File: config.mk
export PLATFORM = sky130hd
export DESIGN_NAME = uart_word_sender
export DESIGN_NICKNAME = d
export VERILOG_FILES = /design/src/rtl/uart_word_sender.sv
export SDC_FILE = /design/constraint.sdc
export NUM_CORES = 1
export LEC_CHECK = 0
export CAP_MARGIN = 10
export CORE_MARGIN = 5
export CORE_UTILIZATION = 40
export DETAILED_ROUTE_END_ITERATION = 8
export PLACE_DENSITY = 0.68
export SKIP_LAST_GASP = 1
export SYNTH_ARGS = -nofsm -noshare
export SYNTH_HDL_FRONTEND = slang
export SYNTH_SLANG_ARGS = --single-unit
File: constraint.sdc
create_clock -name clk -period 2.45 [get_ports clk]
set_input_delay 0.3675 -clock clk [delete_from_list [all_inputs] [get_ports clk]]
set_output_delay 0.3675 -clock clk [all_outputs]
set_load 0.02 [all_outputs]
File: src/rtl/uart_word_sender.sv
// uart_word_sender: splits a WORD_BITS word into bytes and hands them one at a time to a byte UART.
// Define UART_FRAME_CHECKSUM_EN to frame each word with an 0xA5 header and a trailing XOR checksum.
module uart_word_sender #(
   parameter int WORD_BITS      = 32,
   parameter bit MSB_FIRST      = 1'b1,
   parameter int TIMEOUT_CYCLES = 0
) (
   input  logic                 clk,
   input  logic                 rst,
   input  logic                 send,
   input  logic [WORD_BITS-1:0] data,
   output logic                 busy,
   output logic                 send_done,
   output logic                 error,
   output logic                 uart_send,
   output logic [7:0]           uart_send_data,
   input  logic                 uart_send_done,
   output logic [3:0]           sta
);
   localparam int CW = $clog2(WORD_BITS / 8 + 1);
   localparam int TW = TIMEOUT_CYCLES > 0 ? $clog2(TIMEOUT_CYCLES + 1) : 1;
   typedef enum logic [3:0] {
      IDLE = 4'd0, LOAD = 4'd1, HDR = 4'd2, REQ = 4'd3, ACK = 4'd4,
      REL = 4'd5, NEXT = 4'd6, CHK = 4'd7, DONE = 4'd8, ERR = 4'd9
   } state_t;
   state_t               state_q, state_d;
   logic [WORD_BITS-1:0] shift_q, shift_d;
   logic [CW-1:0]        count_q, count_d;
   logic [1:0]           sync_q;
   logic                 done_last_q, send_q;
   logic                 done_s, rise, start, tmo_hit;
   logic [7:0]           cur_byte, req_byte;
`ifdef UART_FRAME_CHECKSUM_EN
   localparam logic [1:0] K_HDR = 2'd0, K_DAT = 2'd1, K_CHK = 2'd2;
   logic [7:0] chk_q, chk_d;
   logic [1:0] kind_q, kind_d;
`endif
   assign done_s   = sync_q[1];
   assign rise     = done_s & ~done_last_q;
   assign start    = send & ~send_q;
   assign cur_byte = MSB_FIRST ? shift_q[WORD_BITS-1 -: 8] : shift_q[7:0];
`ifdef UART_FRAME_CHECKSUM_EN
   assign req_byte = kind_q == K_HDR ? 8'hA5 : kind_q == K_CHK ? chk_q : cur_byte;
`else
   assign req_byte = cur_byte;
`endif
   assign busy           = state_q != IDLE;
   assign send_done      = state_q == DONE;
   assign error          = state_q == ERR;
   assign uart_send      = state_q inside {HDR, REQ, CHK, ACK};
   assign uart_send_data = uart_send ? req_byte : 8'h00;
   assign sta            = state_q;

   always_ff @(posedge clk or posedge rst) begin
      if (rst) begin
         state_q     <= IDLE;
         shift_q     <= '0;
         count_q     <= '0;
         sync_q      <= '0;
         done_last_q <= 1'b0;
         send_q      <= 1'b0;
`ifdef UART_FRAME_CHECKSUM_EN
         chk_q       <= '0;
         kind_q      <= K_DAT;
`endif
      end else begin
         state_q     <= state_d;
         shift_q     <= shift_d;
         count_q     <= count_d;
         sync_q      <= {sync_q[0], uart_send_done};
         done_last_q <= done_s;
         send_q      <= send;
`ifdef UART_FRAME_CHECKSUM_EN
         chk_q       <= chk_d;
         kind_q      <= kind_d;
`endif
      end
   end

   always_comb begin
      state_d = state_q;
      shift_d = shift_q;
      count_d = count_q;
`ifdef UART_FRAME_CHECKSUM_EN
      chk_d   = chk_q;
      kind_d  = kind_q;
`endif
      case (state_q)
         IDLE: if (start) begin
            state_d = LOAD;
            shift_d = data;
         end
         LOAD: begin
            count_d = CW'(WORD_BITS / 8);
`ifdef UART_FRAME_CHECKSUM_EN
            state_d = HDR;
            kind_d  = K_HDR;
            chk_d   = '0;
`else
            state_d = REQ;
`endif
         end
         HDR, REQ, CHK: state_d = ACK;
         // an acknowledge or release seen in the same cycle as the timeout still counts
         ACK: state_d = rise ? REL : tmo_hit ? ERR : ACK;
         REL: state_d = !done_s ? NEXT : tmo_hit ? ERR : REL;
         NEXT: begin
`ifdef UART_FRAME_CHECKSUM_EN
            if (kind_q == K_HDR) begin
               state_d = REQ;
               kind_d  = K_DAT;
            end else if (kind_q == K_CHK) begin
               state_d = DONE;
            end else begin
               shift_d = MSB_FIRST ? shift_q << 8 : shift_q >> 8;
               count_d = count_q - 1'b1;
               chk_d   = chk_q ^ cur_byte;
               state_d = count_d != '0 ? REQ : CHK;
               kind_d  = count_d != '0 ? K_DAT : K_CHK;
            end
`else
            shift_d = MSB_FIRST ? shift_q << 8 : shift_q >> 8;
            count_d = count_q - 1'b1;
            state_d = count_d != '0 ? REQ : DONE;
`endif
         end
         DONE, ERR: state_d = IDLE;
         default:   state_d = IDLE;
      endcase
   end

   if (TIMEOUT_CYCLES > 0) begin : g_tmo
      logic [TW-1:0] tmo_q, tmo_d;
      assign tmo_d   = (state_q inside {ACK, REL}) && state_d == state_q ? tmo_q + 1'b1 : '0;
      assign tmo_hit = tmo_q == TW'(TIMEOUT_CYCLES);
      always_ff @(posedge clk or posedge rst) begin
         if (rst) tmo_q <= '0;
         else     tmo_q <= tmo_d;
      end
   end else begin : g_no_tmo
      assign tmo_hit = 1'b0;
   end
endmodule

# After elaboration in Yosys (flattened, before gate mapping)
# Cells that the tools add are included.
[word_totals] in_bits=36 out_inout_bits=16 word_cells=38 ff_bits=43
[classes] mux=9 bitwise=4 eq_ne=10 add_sub_neg=1 reduce_logical=8
[op_table] operator="$pmux W32 S2" count=1
[op_table] operator="$mux W32" count=1
[op_table] operator="$pmux W4 S6" count=1
[op_table] operator="$eq A4 B3 Y1 const B" count=4
[op_table] operator="$eq A4 B2 Y1 const B" count=2
[op_table] operator="$eq A4 B4 Y1 const B" count=2
[op_table] operator="$mux W4" count=2
[op_table] operator="$mux W8" count=1
[op_table] operator="$reduce_bool A4 Y1" count=2
[op_table] operator="$pmux W3 S2" count=1
[op_table] operator="$eq A4 B1 Y1 const B" count=1
[op_table] operator="$logic_not A4 Y1" count=1
[op_table] operator="$reduce_bool A2 Y1" count=2
[op_table] operator="$reduce_bool A3 Y1" count=1
[op_table] operator="$reduce_or A3 Y1" count=1
[op_table] operator="$sub A3 B1 Y3 const B" count=1
[op_table] operator="$and A1 B1 Y1" count=2
[op_table] operator="$mux W2" count=1
[op_table] operator="$ne A2 B2 Y1 const B" count=1
[op_table] operator="$not A1 Y1" count=2
[op_table] operator="$reduce_and A2 Y1" count=1
[op_table] operator="$mux W1" count=1

# Longest topological paths before layout
# Gate-level depths: netlist (run 1).
[logic_depth] word_depth=4 ltp_mapped=7 ltp_nobuf=6

# Worst setup path before layout (run 1)
# OpenSTA, ideal clock, no wires.
[synth_path] path_kind="reg2out" from="reg state_q[0] (netlist: sta[0])" to="out uart_send_data[0]" stages_incl_launch_ff=6 required_time_ps=2082 n_path_buf=1 setup_slack_ps=385 arrival_ps=1698 cell_sequence="dfrtp_1 buf_2 nor2b_1 xnor2_1 nor2_1 and2_1"
[synth_between] elab_chain_len=3 elab_cells_between_ends=6
[synth_lines] item="start: declaration" line="26" text="state_t state_q, state_d;"
[synth_lines] item="start signal: assignment" line="67" text="state_q <= state_d;"
[synth_lines] item="$eq A4 B2 Y1 / $eq A4 B3 Y1 (equally long branches)" line="50" text="assign uart_send = state_q inside {HDR, REQ, CHK, ACK};"
[synth_lines] item="$reduce_bool A4 Y1 (*)" line="50"
[synth_lines] item="via uart_send" line="15" text="output logic uart_send,"
[synth_lines] item="$mux W8 (*)" line="51" text="assign uart_send_data = uart_send ? req_byte : 8'h00;"
[synth_lines] item="end: declaration" line="16" text="output logic [7:0] uart_send_data,"
# Mark *: on every way through the listed nets, which the timed path passes. The rest lies on a longest branch.

# Worst setup path after layout (run 1)
[layout_path] from="reg state_q[3] (netlist: sta[3])" to="out busy"
[layout_between] elab_chain_len=1
[layout_lines] item="$reduce_bool A4 Y1" line="47" text="assign busy = state_q != IDLE;"
[layout_lines] item="end: declaration" line="12" text="output logic busy,"
# No other way between the ends.

==> results.py, run 1 <==
metrics = {
    "setup_path": {
        "cp_cell_sequence": "nor4_4, inv_2, clkdlybuf4s50_1",
        "slowest_delay_ps": 580,
        "crit_path_end_kind": "output port",
        "slowest_stage": "dfrtp_1",
        "crit_required_ps": 2080,
        "critPathArrivalTime_ps": 1980,
        "path_class": "reg -> out",
        "crit_fanout": 13,
        "start_kind": "flip-flop",
        "cp_top_family": "buffers and inverters",
        "critPathBufInv": 2,
    },
    "layout": {
        "stdcell_area_mm2": 0.00265,
        "fin_nets": 296,
        "final_layout_size_suffix_gt1_frac": 0.0734,
        "syn_to_final_growth_pct": 36.7,
        "multi_input_area_um2": 783,
        "antenna_cells": 0,
        "seq_area_mm2": 0.00108,
        "num-fill-cells": 429,
    },
    "die": {
        "coreArea_mm2": 0.00472,
        "fp.dieH_um": 79.7,
        "die_area_mm2": 0.00635,
        "boundaryPins": 52,
        "die_x_um": 79.7,
        "rows": 25,
        "start_util": 0.411,
    },
    "pwr": {
        "powerDensity_mw_per_mm2": 1310,
        "ir_drop_v": 0.000456,
        "power.leakage_uw": 0.00115,
    },
    "yosys": {
        "synth_top_family_by_area": "simple AND/OR/NAND/NOR gates",
        "synthAdderAreaFrac": 0.0129,
        "syn_nets": 244,
        "synthXorXnorAreaFrac": 0.00902,
        "synth_commonest_cells": "47 x nor2_1, 43 x dfrtp_1, 27 x nand2_1",
        "synth_seq_area_share": 0.554,
        "synth_cells": 206,
        "synth_area_leaders": "dfrtp_1 55%, nor2_1 9.1%, o22ai_1 5.8%",
        "synth_simple_gate_area_frac": 0.238,
        "synth_compound_area_frac": 0.139,
        "synth_cell_type_count": 32,
        "synthFlopType": "dfrtp_1",
        "synthArstFlopShare": 1.00,
        "synth.avg_cell_area_um2": 9.43,
        "ys_warn_count": 0,
        "synthMuxAreaShare": 0,
        "synth-edff-count": 0,
        "syn_area_mm2": 0.00194,
        "synth_most_common_cell": "nor2_1",
        "synth_top_area_frac": 0.554,
        "synth_seq_cells": 43,
        "yosysTopAreaCell": "dfrtp_1",
    },
    "global_routing": {
        "grt_usage": 0.143,
        "grt_pass1_wl_mm": 7.04,
        "grt_max_degree": 33,
        "grt_pass1_vias": 1475,
        "grt-ovfl-total": 0,
        "antenna_found_initial": 0,
    },
    "clock_tree": {
        "clkTransAtPathRegs_ps": 80,
        "cts_hold_buf": 0,
        "cts.sinks": 43,
        "cts_tree": "built",
        "clk_latency_ps": 290,
        "numCtsBuffers": 5,
        "htree_num_levels": 2,
        "cts_max_path_buffers": 2,
        "cts_root_buf": "clkbuf_8",
    },
    "job": {
        "maxCapViolations": 0,
    },
    "sta": {
        "finalClockSkew_ps": 6.98,
        "fin_ws_ps": 101,
        "rsz0062_at_grt": "false",
        "slew_headroom": 0.475,
        "fin_crit_sh": 0.959,
        "final.min_clock_period_ps": 2350,
        "worst_pin_slew_ps": 782,
        "hold_viol": 0,
        "drv_slew": 0,
        "max_clock_freq_ghz": 0.426,
        "setup_violations": 0,
        "finalSetupTns_ps": 0,
    },
    "detailed_routing": {
        "routed_via_density": 4.78,
        "ant_nets": 0,
        "wire_per_inst_um": 13.3,
        "met3_wirelength_um": 236,
        "drt_iter0_drc": 134,
        "dr_total_vias": 1559,
        "top_layer_used": "met4",
        "wl_met2_mm": 1.94,
        "drtPass1Iterations": 4,
        "drt_wl_total_mm": 4.33,
        "post-route-drc-count": 0,
        "wl_met1_mm": 2.10,
    },
    "place": {
        "io_buffer_count": 51,
        "gp_congestion": 0.727,
        "post-place-ws_ps": 287,
        "post_dp_cell_area_mm2": 0.00251,
        "hpwl_mm": 2.96,
    },
    "min_path": {
        "hp-class": "reg -> reg",
    },
    "outcome": {
        "status": "complete, no violations",
    },
}
## area by class of cell
class / instances / area share
multi-input combinational: 145 / 0.295
sequential: 43 / 0.405
clock buffer: 6 / 0.0273
tap: 67 / 0.0316
clock inverter: 2 / 0.0226
timing repair buffer: 57 / 0.209
inverter: 6 / 0.00849
## cells by family (layout without fill, tap and decap cells)
family                   count (synthesis)  after routing
XOR/XNOR                                 2              2
AND/OR/NAND/NOR                        100            100
buffers and inverters                   18             71
adder cells (fa/ha/maj)                  2              2
flip-flops                              43             43
AO/OA/AOI/OAI                           41             41
## cells in the final DEF, fill, tap and decap left out, types with 4 or more instances in the layout
master           synthesis  routed
buf_4                    1       6
inv_1                    5       4
clkdlybuf4s50_1          0      51
o22ai_1                 18      18
nand3_1                  9       9
nand2_1                 27      27
and2_1                   8       8
clkbuf_8                 0       5
dfrtp_1                 43      43
a22oi_1                  4       4
a21oi_1                 11      11
nor2_1                  47      46
## report_power, final
group	switching, µW	internal (µW)	leakage [µW]
Combinational	860	745	0.000572
Clock	233	407	0.0000654
Sequential	193	1030	0.000510
## sequential cells by signal (all words and copies together), names as in the netlist
signal	cells
count_q	3
done_last_q	1
send_q	1
shift_q	32
sta	4
sync_q	2
## per-layer routing
metal	global-route usage	vias up
li1	-	801
met1	0.198	717
met2	0.219	36
met3	0.0372	5
met4	0.0412	0
met5	0	-
## final timing paths
kind	from	end	slack [ps]	cells after the start
max	sta[3]$_DFFE_PP0P_	busy	100	3
min	sync_q[0]$_DFF_PP0_	sync_q[1]$_DFF_PP0_	350	0
max reg2reg	sta[3]$_DFFE_PP0P_	shift_q[12]$_DFFE_PP0P_	620	5
min reg2reg	sync_q[0]$_DFF_PP0_	sync_q[1]$_DFF_PP0_	350	0
max in group asynchronous	rst	shift_q[4]$_DFFE_PP0P_	1440	3
min in group asynchronous	rst	send_q$_DFF_PP0_	430	2
## metrics by stage
step | power, µW | instances | util | hold WS (ps)
6_report | 3470 | 326 | 0.562 | 349
5_1_grt | 3750 | 326 | 0.562 | 374
4_1_cts | 3500 | 326 | 0.561 | 353
3_5_place_dp | 2830 | 318 | 0.532 | 336
3_3_place_gp | 2800 | 318 | 0.532 | 336
2_1_floorplan | 2270 | 206 | - | 331
## worst reg2reg max path, delay by kind of cell (launching register included)
family                 cells  cell delay [ps]
buffers and inverters      1              120
AOI/OAI and AO/OA          1              420
and+or+nand+nor            3              640
DFF                        1              580
## what timing repair did
item                                   in CTS  in global routing
setup endpoints to repair                   8                  8
endpoints found under the hold margin       0                  0
resized for setup                           1                  1
setup buffers                               0                  0
pin swaps                                   0                  0
Note: power is estimated with default switching activity, not from simulation.
==> run 2: changes to the inputs <==
PLACE_DENSITY = not set   (was 0.68)
PLACE_DENSITY_LB_ADDON = 0.15   (was not set)
TNS_END_PERCENT = 100   (was not set)
==> run 2 against run 1 <==
Effect of this change: power rose by 0.59%; final cell count rose by 0.31%; wire length fell by 0.21%; sequential cell count did not move; sequential power barely moved; design area did not move; worst hold slack improved by 2.3 ps; global-route usage rose by 0.18 points; combinational power barely moved; highest routed layer unchanged.
==> results.py, run 2 (same netlist as run 1, synthesis figures left out) <==
metrics = {
    "setup_path": {
        "start_kind": "flip-flop",
        "path_class": "reg -> out",
        "r2r_cells": 5,
        "crit_required_ps": 2080,
        "critPathArrivalTime_ps": 1940,
        "r2r_setup_slack_ps": 710,
        "r2r_end": "shift_q[28]$_DFFE_PP0P_",
        "crit_fanout": 9,
        "crit_path_end_kind": "output port",
        "critPathBufInv": 2,
        "slowest_stage": "clkdlybuf4s50_1",
        "reg2reg_from": "sta[3]$_DFFE_PP0P_",
        "slowest_delay_ps": 590,
        "cp_cell_sequence": "xnor2_1, nor2_1, buf_4, and2_1, clkdlybuf4s50_1",
        "cp_top_family": "buffers and inverters",
    },
    "sta": {
        "drv_slew": 0,
        "rsz0062_at_grt": "false",
        "max_clock_freq_ghz": 0.433,
        "slew_headroom": 0.647,
        "final.min_clock_period_ps": 2310,
        "hold_viol": 0,
        "worst_pin_slew_ps": 530,
        "finalSetupTns_ps": 0,
        "setup_violations": 0,
        "finalClockSkew_ps": 8.20,
        "fin_crit_sh": 0.943,
    },
    "detailed_routing": {
        "drt_wl_total_mm": 4.32,
        "ant_nets": 0,
        "wire_per_inst_um": 13.2,
        "dr_total_vias": 1616,
        "drt_iter0_drc": 105,
        "routed_via_density": 4.94,
        "drtPass1Iterations": 4,
        "post-route-drc-count": 0,
    },
    "layout": {
        "syn_to_final_growth_pct": 36.7,
        "num-fill-cells": 456,
        "final_layout_size_suffix_gt1_frac": 0.0731,
        "largest_reg_flops": 32,
        "top_register": "shift_q",
        "fin_nets": 297,
        "layout_common_cells": "51 x clkdlybuf4s50_1, 47 x nor2_1, 43 x dfrtp_1",
        "instances_no_fill": 327,
        "stdcell_area_mm2": 0.00265,
        "antenna_cells": 0,
        "final_common_cell": "clkdlybuf4s50_1",
    },
    "die": {
        "start_util": 0.411,
        "die_area_mm2": 0.00635,
        "fp.dieH_um": 79.7,
        "die_x_um": 79.7,
        "rows": 25,
        "coreArea_mm2": 0.00472,
        "boundaryPins": 52,
    },
    "min_path": {
        "min_to": "sync_q[1]$_DFF_PP0_",
        "hp-class": "reg -> reg",
        "min_from": "sync_q[0]$_DFF_PP0_",
        "hold_path_depth": 0,
    },
    "clock_tree": {
        "post-cts-setup-buffers": 0,
        "cts_max_path_buffers": 2,
        "cts_hold_buf": 0,
        "numCtsBuffers": 5,
        "cts_resized": 0,
        "cts_tree": "built",
        "clkTransAtPathRegs_ps": 80,
        "cts.sinks": 43,
        "htree_num_levels": 2,
        "cts_root_buf": "clkbuf_8",
        "clk_latency_ps": 290,
    },
    "global_routing": {
        "grt_usage": 0.145,
        "grt_pass1_vias": 1517,
        "grt_max_degree": 44,
        "grt_pass1_wl_mm": 7.13,
        "grt-ovfl-total": 0,
        "antenna_found_initial": 0,
    },
    "pwr": {
        "ir_drop_v": 0.000451,
        "powerDensity_mw_per_mm2": 1320,
        "power.leakage_uw": 0.00115,
    },
    "place": {
        "post_dp_cell_area_mm2": 0.00252,
        "place_inst": 319,
        "io_buffer_count": 51,
        "gp_congestion": 0.748,
        "hpwl_mm": 2.96,
    },
    "outcome": {
        "status": "complete, no violations",
    },
    "job": {
        "maxCapViolations": 0,
    },
}
-- run 2: stage by stage --
step / total power (µW) / worst slack (ps) / hold slack (ps) / utilization
finish: 3490 / 141 / 351 / 0.562
floorplan: 2270 / 385 / 331 / -
global placement: 2850 / 484 / 332 / 0.534
detailed placement: 2880 / 448 / 337 / 0.534
CTS: 3530 / 124 / 355 / 0.562
global route: 3750 / 6.37 / 355 / 0.562
-- run 2: final cells by class --
type	instances	area (µm²)	share of cell area
tap	67	83.8	0.0316
clock buffer	6	72.6	0.0273
timing repair buffer	58	563	0.212
sequential	43	1080	0.405
clock inverter	2	60.1	0.0226
multi-input combinational	145	776	0.292
inverter	6	22.5	0.00849
-- run 2: how the worst max path moves through the flow --
stage                  startpoint                end  depth (start not counted)
4_1_cts        sta[1]$_DFFE_PP0P_  uart_send_data[0]                          5
3_5_place_dp   sta[1]$_DFFE_PP0P_  uart_send_data[0]                          5
6_report       sta[1]$_DFFE_PP0P_  uart_send_data[0]                          5
3_3_place_gp   sta[1]$_DFFE_PP0P_  uart_send_data[0]                          5
2_1_floorplan  sta[0]$_DFFE_PP0P_  uart_send_data[0]                          5
5_1_grt        sta[1]$_DFFE_PP0P_  uart_send_data[4]                          5
-- run 2: routing by layer --
metal / up-vias / GRT usage / share of wire
met1: 761 / 0.195 / 0.49
li1: 805 / - / -
met4: 0 / 0.0412 / 0.011
met2: 45 / 0.222 / 0.44
met5: - / 0 / 0
met3: 5 / 0.0474 / 0.063
-- run 2: report_power, final --
| group | leakage (µW) | internal, µW | switching, µW |
|---|---|---|---|
| clock | 0.0000654 | 407 | 239 |
| sequential | 0.000510 | 1030 | 189 |
| combinational | 0.000576 | 768 | 856 |
| total | 0.00115 | 2210 | 1280 |
